--- src/rtl/bpsk_tx_controller.sv ---
// bpsk_tx_controller: frame sequencer feeding bpsk_modulator one word per
// word period: preamble, sync, length, payload and, when the build macro
// BPSK_TX_CHECKSUM_EN is defined, a trailing checksum word.
// Ports: clk, arst_n (async, active low), start, frame_len[7:0],
//   s_data/s_valid/s_ready payload stream, mod_en, mod_in, word_strobe,
//   busy, underrun (sticky), done (1-cycle end pulse).
module bpsk_tx_controller #(
  parameter int WORD_W = 9,
  parameter int WORD_CYCLES = 2048,
  parameter int PREAMBLE_LEN = 4,
  parameter logic [WORD_W-1:0] PREAMBLE_WD = 9'h155,
  parameter logic [WORD_W-1:0] SYNC_WD = 9'h1E3
) (
  input  logic              clk,
  input  logic              arst_n,
  input  logic              start,
  input  logic [7:0]        frame_len,
  input  logic [WORD_W-1:0] s_data,
  input  logic              s_valid,
  output logic              s_ready,
  output logic              mod_en,
  output logic [WORD_W-1:0] mod_in,
  output logic              word_strobe,
  output logic              busy,
  output logic              underrun,
  output logic              done
);

  localparam int TW = $clog2(WORD_CYCLES);
  localparam int PW_MIN = $clog2(PREAMBLE_LEN + 1);
  localparam int PW = (PW_MIN > 3) ? PW_MIN : 3;
  localparam logic [TW-1:0] TMAX = TW'(WORD_CYCLES - 1);
  localparam logic [PW-1:0] PLAST = PW'(PREAMBLE_LEN - 1);

`ifdef BPSK_TX_CHECKSUM_EN
  typedef enum logic [2:0] {
    S_IDLE, S_PRE, S_SYNC, S_LEN, S_PAY, S_CSUM
  } state_t;
`else
  typedef enum logic [2:0] {
    S_IDLE, S_PRE, S_SYNC, S_LEN, S_PAY
  } state_t;
`endif

  state_t            r_state;
  state_t            w_state_nxt;
  logic [TW-1:0]     r_timer;
  logic [PW-1:0]     r_pre_cnt;
  logic [7:0]        r_len;
  logic [7:0]        r_pay_cnt;
  logic [7:0]        r_fetch_cnt;
  logic [WORD_W-1:0] r_hold;
  logic              r_hold_vld;
  logic [WORD_W-1:0] r_mod_in;
  logic              r_mod_en;
  logic              r_strobe;
  logic              r_underrun;
  logic              r_done;
`ifdef BPSK_TX_CHECKSUM_EN
  logic [WORD_W-1:0] r_csum;
`endif

  logic              w_busy;
  logic              w_bnd;
  logic              w_ready;
  logic              w_hs;
  logic              w_start;
  logic              w_miss;
  logic [WORD_W-1:0] w_pay_word;
  logic              w_load;
  logic              w_end;
  logic              w_pay;
  logic [WORD_W-1:0] w_word;

  assign w_busy  = (r_state != S_IDLE);
  assign w_bnd   = w_busy && (r_timer == TMAX);
  assign w_start = (r_state == S_IDLE) && start;
  assign w_ready = w_busy && !r_hold_vld
                && (r_fetch_cnt < r_len);
  assign w_hs    = w_ready && s_valid;

  // Slot source: held word, else same-cycle
  // bypass, else a zero fill word.
  assign w_miss     = !r_hold_vld && !w_hs;
  assign w_pay_word = r_hold_vld ? r_hold :
                      (w_hs ? s_data : '0);

  always_comb begin
    w_state_nxt = r_state;
    w_load      = 1'b0;
    w_end       = 1'b0;
    w_pay       = 1'b0;
    w_word      = '0;
    unique case (r_state)
      S_IDLE: begin
        if (start) begin
          w_state_nxt = S_PRE;
          w_load      = 1'b1;
          w_word      = PREAMBLE_WD;
        end
      end
      S_PRE: begin
        if (w_bnd) begin
          w_load = 1'b1;
          if (r_pre_cnt == PLAST) begin
            w_state_nxt = S_SYNC;
            w_word      = SYNC_WD;
          end else begin
            w_word = PREAMBLE_WD;
          end
        end
      end
      S_SYNC: begin
        if (w_bnd) begin
          w_state_nxt = S_LEN;
          w_load      = 1'b1;
          w_word      = WORD_W'(r_len);
        end
      end
      S_LEN, S_PAY: begin
        if (w_bnd) begin
          if (r_pay_cnt != r_len) begin
            w_state_nxt = S_PAY;
            w_load      = 1'b1;
            w_pay       = 1'b1;
            w_word      = w_pay_word;
          end else begin
`ifdef BPSK_TX_CHECKSUM_EN
            w_state_nxt = S_CSUM;
            w_load      = 1'b1;
            w_word      = r_csum;
`else
            w_state_nxt = S_IDLE;
            w_end       = 1'b1;
`endif
          end
        end
      end
`ifdef BPSK_TX_CHECKSUM_EN
      S_CSUM: begin
        if (w_bnd) begin
          w_state_nxt = S_IDLE;
          w_end       = 1'b1;
        end
      end
`endif
      default: w_state_nxt = S_IDLE;
    endcase
  end

  always_ff @(posedge clk or negedge arst_n) begin
    if (!arst_n) begin
      r_state <= S_IDLE;
    end else begin
      r_state <= w_state_nxt;
    end
  end

  always_ff @(posedge clk or negedge arst_n) begin
    if (!arst_n) begin
      r_timer   <= '0;
      r_pre_cnt <= '0;
    end else begin
      if (!w_busy || w_bnd) begin
        r_timer <= '0;
      end else begin
        r_timer <= r_timer + TW'(1);
      end
      if (!w_busy) begin
        r_pre_cnt <= '0;
      end else if (r_state == S_PRE && w_bnd) begin
        r_pre_cnt <= r_pre_cnt + PW'(1);
      end
    end
  end

  always_ff @(posedge clk or negedge arst_n) begin
    if (!arst_n) begin
      r_mod_in <= '0;
      r_mod_en <= 1'b0;
      r_strobe <= 1'b0;
      r_done   <= 1'b0;
    end else begin
      r_strobe <= w_load;
      r_done   <= w_end;
      if (w_load) begin
        r_mod_in <= w_word;
        r_mod_en <= 1'b1;
      end else if (w_end) begin
        r_mod_in <= '0;
        r_mod_en <= 1'b0;
      end
    end
  end

  // An empty slot still consumes one fetch so
  // late data lands in the following slot.
  always_ff @(posedge clk or negedge arst_n) begin
    if (!arst_n) begin
      r_len       <= '0;
      r_pay_cnt   <= '0;
      r_fetch_cnt <= '0;
      r_hold      <= '0;
      r_hold_vld  <= 1'b0;
      r_underrun  <= 1'b0;
    end else if (w_start) begin
      r_len       <= frame_len;
      r_pay_cnt   <= '0;
      r_fetch_cnt <= '0;
      r_hold_vld  <= 1'b0;
      r_underrun  <= 1'b0;
    end else if (w_pay) begin
      r_pay_cnt <= r_pay_cnt + 8'd1;
      if (r_hold_vld) begin
        r_hold_vld <= 1'b0;
      end else begin
        r_fetch_cnt <= r_fetch_cnt + 8'd1;
        if (w_miss) begin
          r_underrun <= 1'b1;
        end
      end
    end else if (w_hs) begin
      r_hold      <= s_data;
      r_hold_vld  <= 1'b1;
      r_fetch_cnt <= r_fetch_cnt + 8'd1;
    end
  end

`ifdef BPSK_TX_CHECKSUM_EN
  always_ff @(posedge clk or negedge arst_n) begin
    if (!arst_n) begin
      r_csum <= '0;
    end else if (w_start) begin
      r_csum <= WORD_W'(frame_len);
    end else if (w_pay) begin
      r_csum <= r_csum + w_word;
    end
  end
`endif

  assign s_ready     = w_ready;
  assign mod_en      = r_mod_en;
  assign mod_in      = r_mod_in;
  assign word_strobe = r_strobe;
  assign busy        = w_busy;
  assign underrun    = r_underrun;
  assign done        = r_done;

endmodule

--- config.mk ---
export PLATFORM = sky130hd
export DESIGN_NAME = bpsk_tx_controller
export DESIGN_NICKNAME = d
export VERILOG_FILES = /design/src/rtl/bpsk_tx_controller.sv
export SDC_FILE = /design/constraint.sdc
export NUM_CORES = 1
export LEC_CHECK = 0
export ABC_AREA = 0
export ABC_CLOCK_PERIOD_IN_PS = 2600
export CORE_ASPECT_RATIO = 0.7
export CORE_MARGIN = 4
export CORE_UTILIZATION = 59
export CTS_BUF_LIST = sky130_fd_sc_hd__clkbuf_4
export CTS_CLUSTER_DIAMETER = 50
export CTS_CLUSTER_SIZE = 10
export DETAILED_ROUTE_END_ITERATION = 8
export PLACE_DENSITY = 0.93
export REMOVE_ABC_BUFFERS = 1
export SETUP_SLACK_MARGIN = 0.02
export SLEW_MARGIN = 20
export SYNTH_ARGS = -nofsm -noshare
export SYNTH_HDL_FRONTEND = slang
export SYNTH_SLANG_ARGS = --single-unit
--- constraint.sdc ---
create_clock -name clk -period 2.6 [get_ports clk]
set_input_delay 0.26 -clock clk [delete_from_list [all_inputs] [get_ports clk]]
set_output_delay 0.26 -clock clk [all_outputs]
set_load 0.05 [all_outputs]
==> metrics.txt <==
Final period util=93.4%; Most used DFF post-synth=dfrtp_1; via/cell ratio=6.12; Fmax achieved=between 400 and 500 MHz; Starting Density=between 60% and 70%; DRT Pass-1 Iters=4; Buffers & Inverters on Critical Path=0; CTS tree=yes; CTS HTree Levels=3; Layout Nets=431; Design Area, Final=4110 um2; Layout Skew=approximately 18 ps; RePlAce Congestion=about 0.84; DRT Wirelength=about 8.6 mm; synth top area cells=dfrtp_1 46%, nand2_1 5.1%, ha_1 4.3%; Hold Fails Final Rpt=0; 1st-iter DRT viols=235; Clock transition at path regs=110 ps; Die X=99.7 um; footprint of the multi-input gates=about 1800 um2; layout cells sized above 1=12.7%; area leader, netlist=dfrtp_1; core area=5700 um2; status=completed; total clock sinks=64; Critical Path Source Type=flip-flop; register area=1600 um2; setup repair after global routing missed its margin=no; crit-path cells=ha_1 > nand2_1 > nor4b_4 > o211a_2 > nor2_2 > a2111oi_2 > mux2i_1; R2R depth=7; R2R Setup Slk=170 ps; Max-Cap Viols=0; register area share after synthesis=a little under half; Max clock buf depth=2; post-synth cell types=55; io pins=36; die extent in y=72.2 um; mapped cell area=between 3000 and 4000 um2; worst hold stages=3; CP Max Fanout=9; Antenna Diode Count=0; area share of the largest cell type after synthesis=46.2%; post-layout util=72.1%; Final Setup Violations=0; crit path DAT=2780 ps; pwr/cell area=486 nW/um2; syn avg cell area=slightly below 10 um2; placed inst area=3950 um2; Fin Setup TNS=0 ps; row count=23; clk_lat worst skew=430 ps; Slew Limit Fails=0; via count=2924; # port buffers=35; Mapped Cells=353; drc violations=0; ANT nets after route=0; Worst EP required=approximately 3000 ps; ys async rst share=100%; register bit total from synthesis=64; Post-CTS Repair Setup Buffers=0; wire length per cell=18.0 um; Critical-path top delay cell=a2111oi_2; die area=7190 um2; Hold Path End=r_len[0]$_DFFE_PN0P_; Critical R2R Capture=r_fetch_cnt[7]$_DFFE_PN0P_; Syn-to-layout area delta=18.5%; Worst Hold Class=in2reg; cts bufs inserted=9; first-pass GRT wire length=14.8 mm; hold_sp=frame_len[0]; vias in the first global route=3037; max_slew headroom=52.1%; maximum number of pins on one net before global-route repair=35; worst-margin pin slew=roughly 720 ps; WP depth=7; CP peak stage delay=440 ps; Ys Warns=0; post-layout min period=2430 ps; fillers=roughly 410; Top Family by Delay on Critical Path=compound AO/OA/AOI/OAI gates; GRT Residual Overflow=0; worst hold slack=365 ps; worst vdd ir=362 uV; dpl hpwl=6.39 mm; Crit. End Element=flip-flop; Leakage=1.78 nW; Reg2Reg Launch Point=r_timer[0]$_DFF_PN0_; EDFF count, synth=0; root buffer cell=clkbuf_4; kind of critical path=reg2reg; gr usage total=26.3%; initial antenna violation count=0
worst max path at each step:
stage | end | start
2_1_floorplan | r_fetch_cnt[6]$_DFFE_PN0P_ | r_state[0]$_DFFE_PN0P_
3_3_place_gp | r_hold[6]$_DFFE_PN0P_ | r_state[2]$_DFFE_PN0P_
3_5_place_dp | r_hold[8]$_DFFE_PN0P_ | r_state[2]$_DFFE_PN0P_
4_1_cts | r_hold[8]$_DFFE_PN0P_ | r_state[2]$_DFFE_PN0P_
5_1_grt | s_ready | r_len[1]$_DFFE_PN0P_
6_report | r_fetch_cnt[7]$_DFFE_PN0P_ | r_timer[0]$_DFF_PN0_
what timing repair did:
action,in CTS,in global routing
resized for setup,2,4
setup endpoints to repair,19,21
hold buffers,1,0
endpoints found under the hold margin,30,0
where the power goes:
part           internal [mW]  switching [mW]  total [mW]
combinational          0.117          0.0850       0.202
clock                  0.292           0.389       0.682
sequential              1.06          0.0531        1.11
layer usage:
metal	wire [um]	global-route usage [%]
met5	0	0
met4	116	8.48
met3	629	7.20
met1	3720	35.1
met2	4130	42.1
placed cells by master, fill, tap and decap left out, types with 9 or more instances in the layout:
| cell type | synthesis | routed |
|---|---|---|
| ha_1 | 12 | 12 |
| o21ai_0 | 18 | 17 |
| and3_1 | 9 | 9 |
| nand4_1 | 10 | 10 |
| clkdlybuf4s50_1 | 0 | 32 |
| a21oi_1 | 20 | 20 |
| mux2_2 | 11 | 11 |
| nor2_1 | 19 | 19 |
| clkbuf_4 | 0 | 9 |
| xnor2_1 | 12 | 12 |
| buf_4 | 2 | 11 |
| inv_1 | 11 | 11 |
| dfrtp_1 | 64 | 64 |
| nand3_1 | 12 | 12 |
| nand2_1 | 47 | 47 |
worst min-delay path, delay by kind of cell:
kind	cells	cell delay, ps
buffers and inverters	1	400
and+or+nand+nor	2	100
synthesized netlist by cell type (7+ instances only):
cell and n:
a21o_1 7, a21oi_1 20, a22o_1 8, and3_1 9, clkbuf_1 9, dfrtp_1 64
ha_1 12, inv_1 11, mux2_2 11, nand2_1 47, nand2b_1 8, nand3_1 12
nand4_1 10, nor2_1 19, nor3_1 7, o21ai_0 18, xnor2_1 12, xor2_1 8
stage by stage:
stage          instances  worst slack (ps)  total power [mW]
6_report             478               170              2.00
5_1_grt              478              27.4              2.09
4_1_cts              478              39.2              2.00
3_5_place_dp         461              -111              1.33
3_3_place_gp         461               127              1.32
2_1_floorplan        339               107              1.23
registers in the layout, summed over array words and instances, names as in the netlist:
name         cells
word_strobe      1
done             1
r_len            8
r_state          3
r_hold_vld       1
underrun         1
r_hold           9
mod_en           1
mod_in           9
r_pre_cnt        3
r_timer         11
r_fetch_cnt      8
r_pay_cnt        8
layout make-up:
| cell class | instances | area share (%) |
|---|---|---|
| Inverter | 11 | 1.00 |
| Tap cell | 75 | 2.28 |
| Timing Repair Buffer | 48 | 11.4 |
| Clock buffer | 9 | 1.64 |
| Sequential cell | 64 | 39.0 |
| Clock inverter | 7 | 1.77 |
| Multi-Input combinational cell | 264 | 43.0 |
cells by family after synthesis:
family	Yosys count	synth area share, %
buffers and inverters	25	3.14
AND/OR/NAND/NOR	133	19.8
flip-flops	64	46.2
multiplexers	15	4.72
XOR/XNOR	20	5.05
adder cells (fa/ha/maj)	12	4.33
AO/OA/AOI/OAI	84	16.8
No activity file was read; power rests on OpenSTA's default activity.
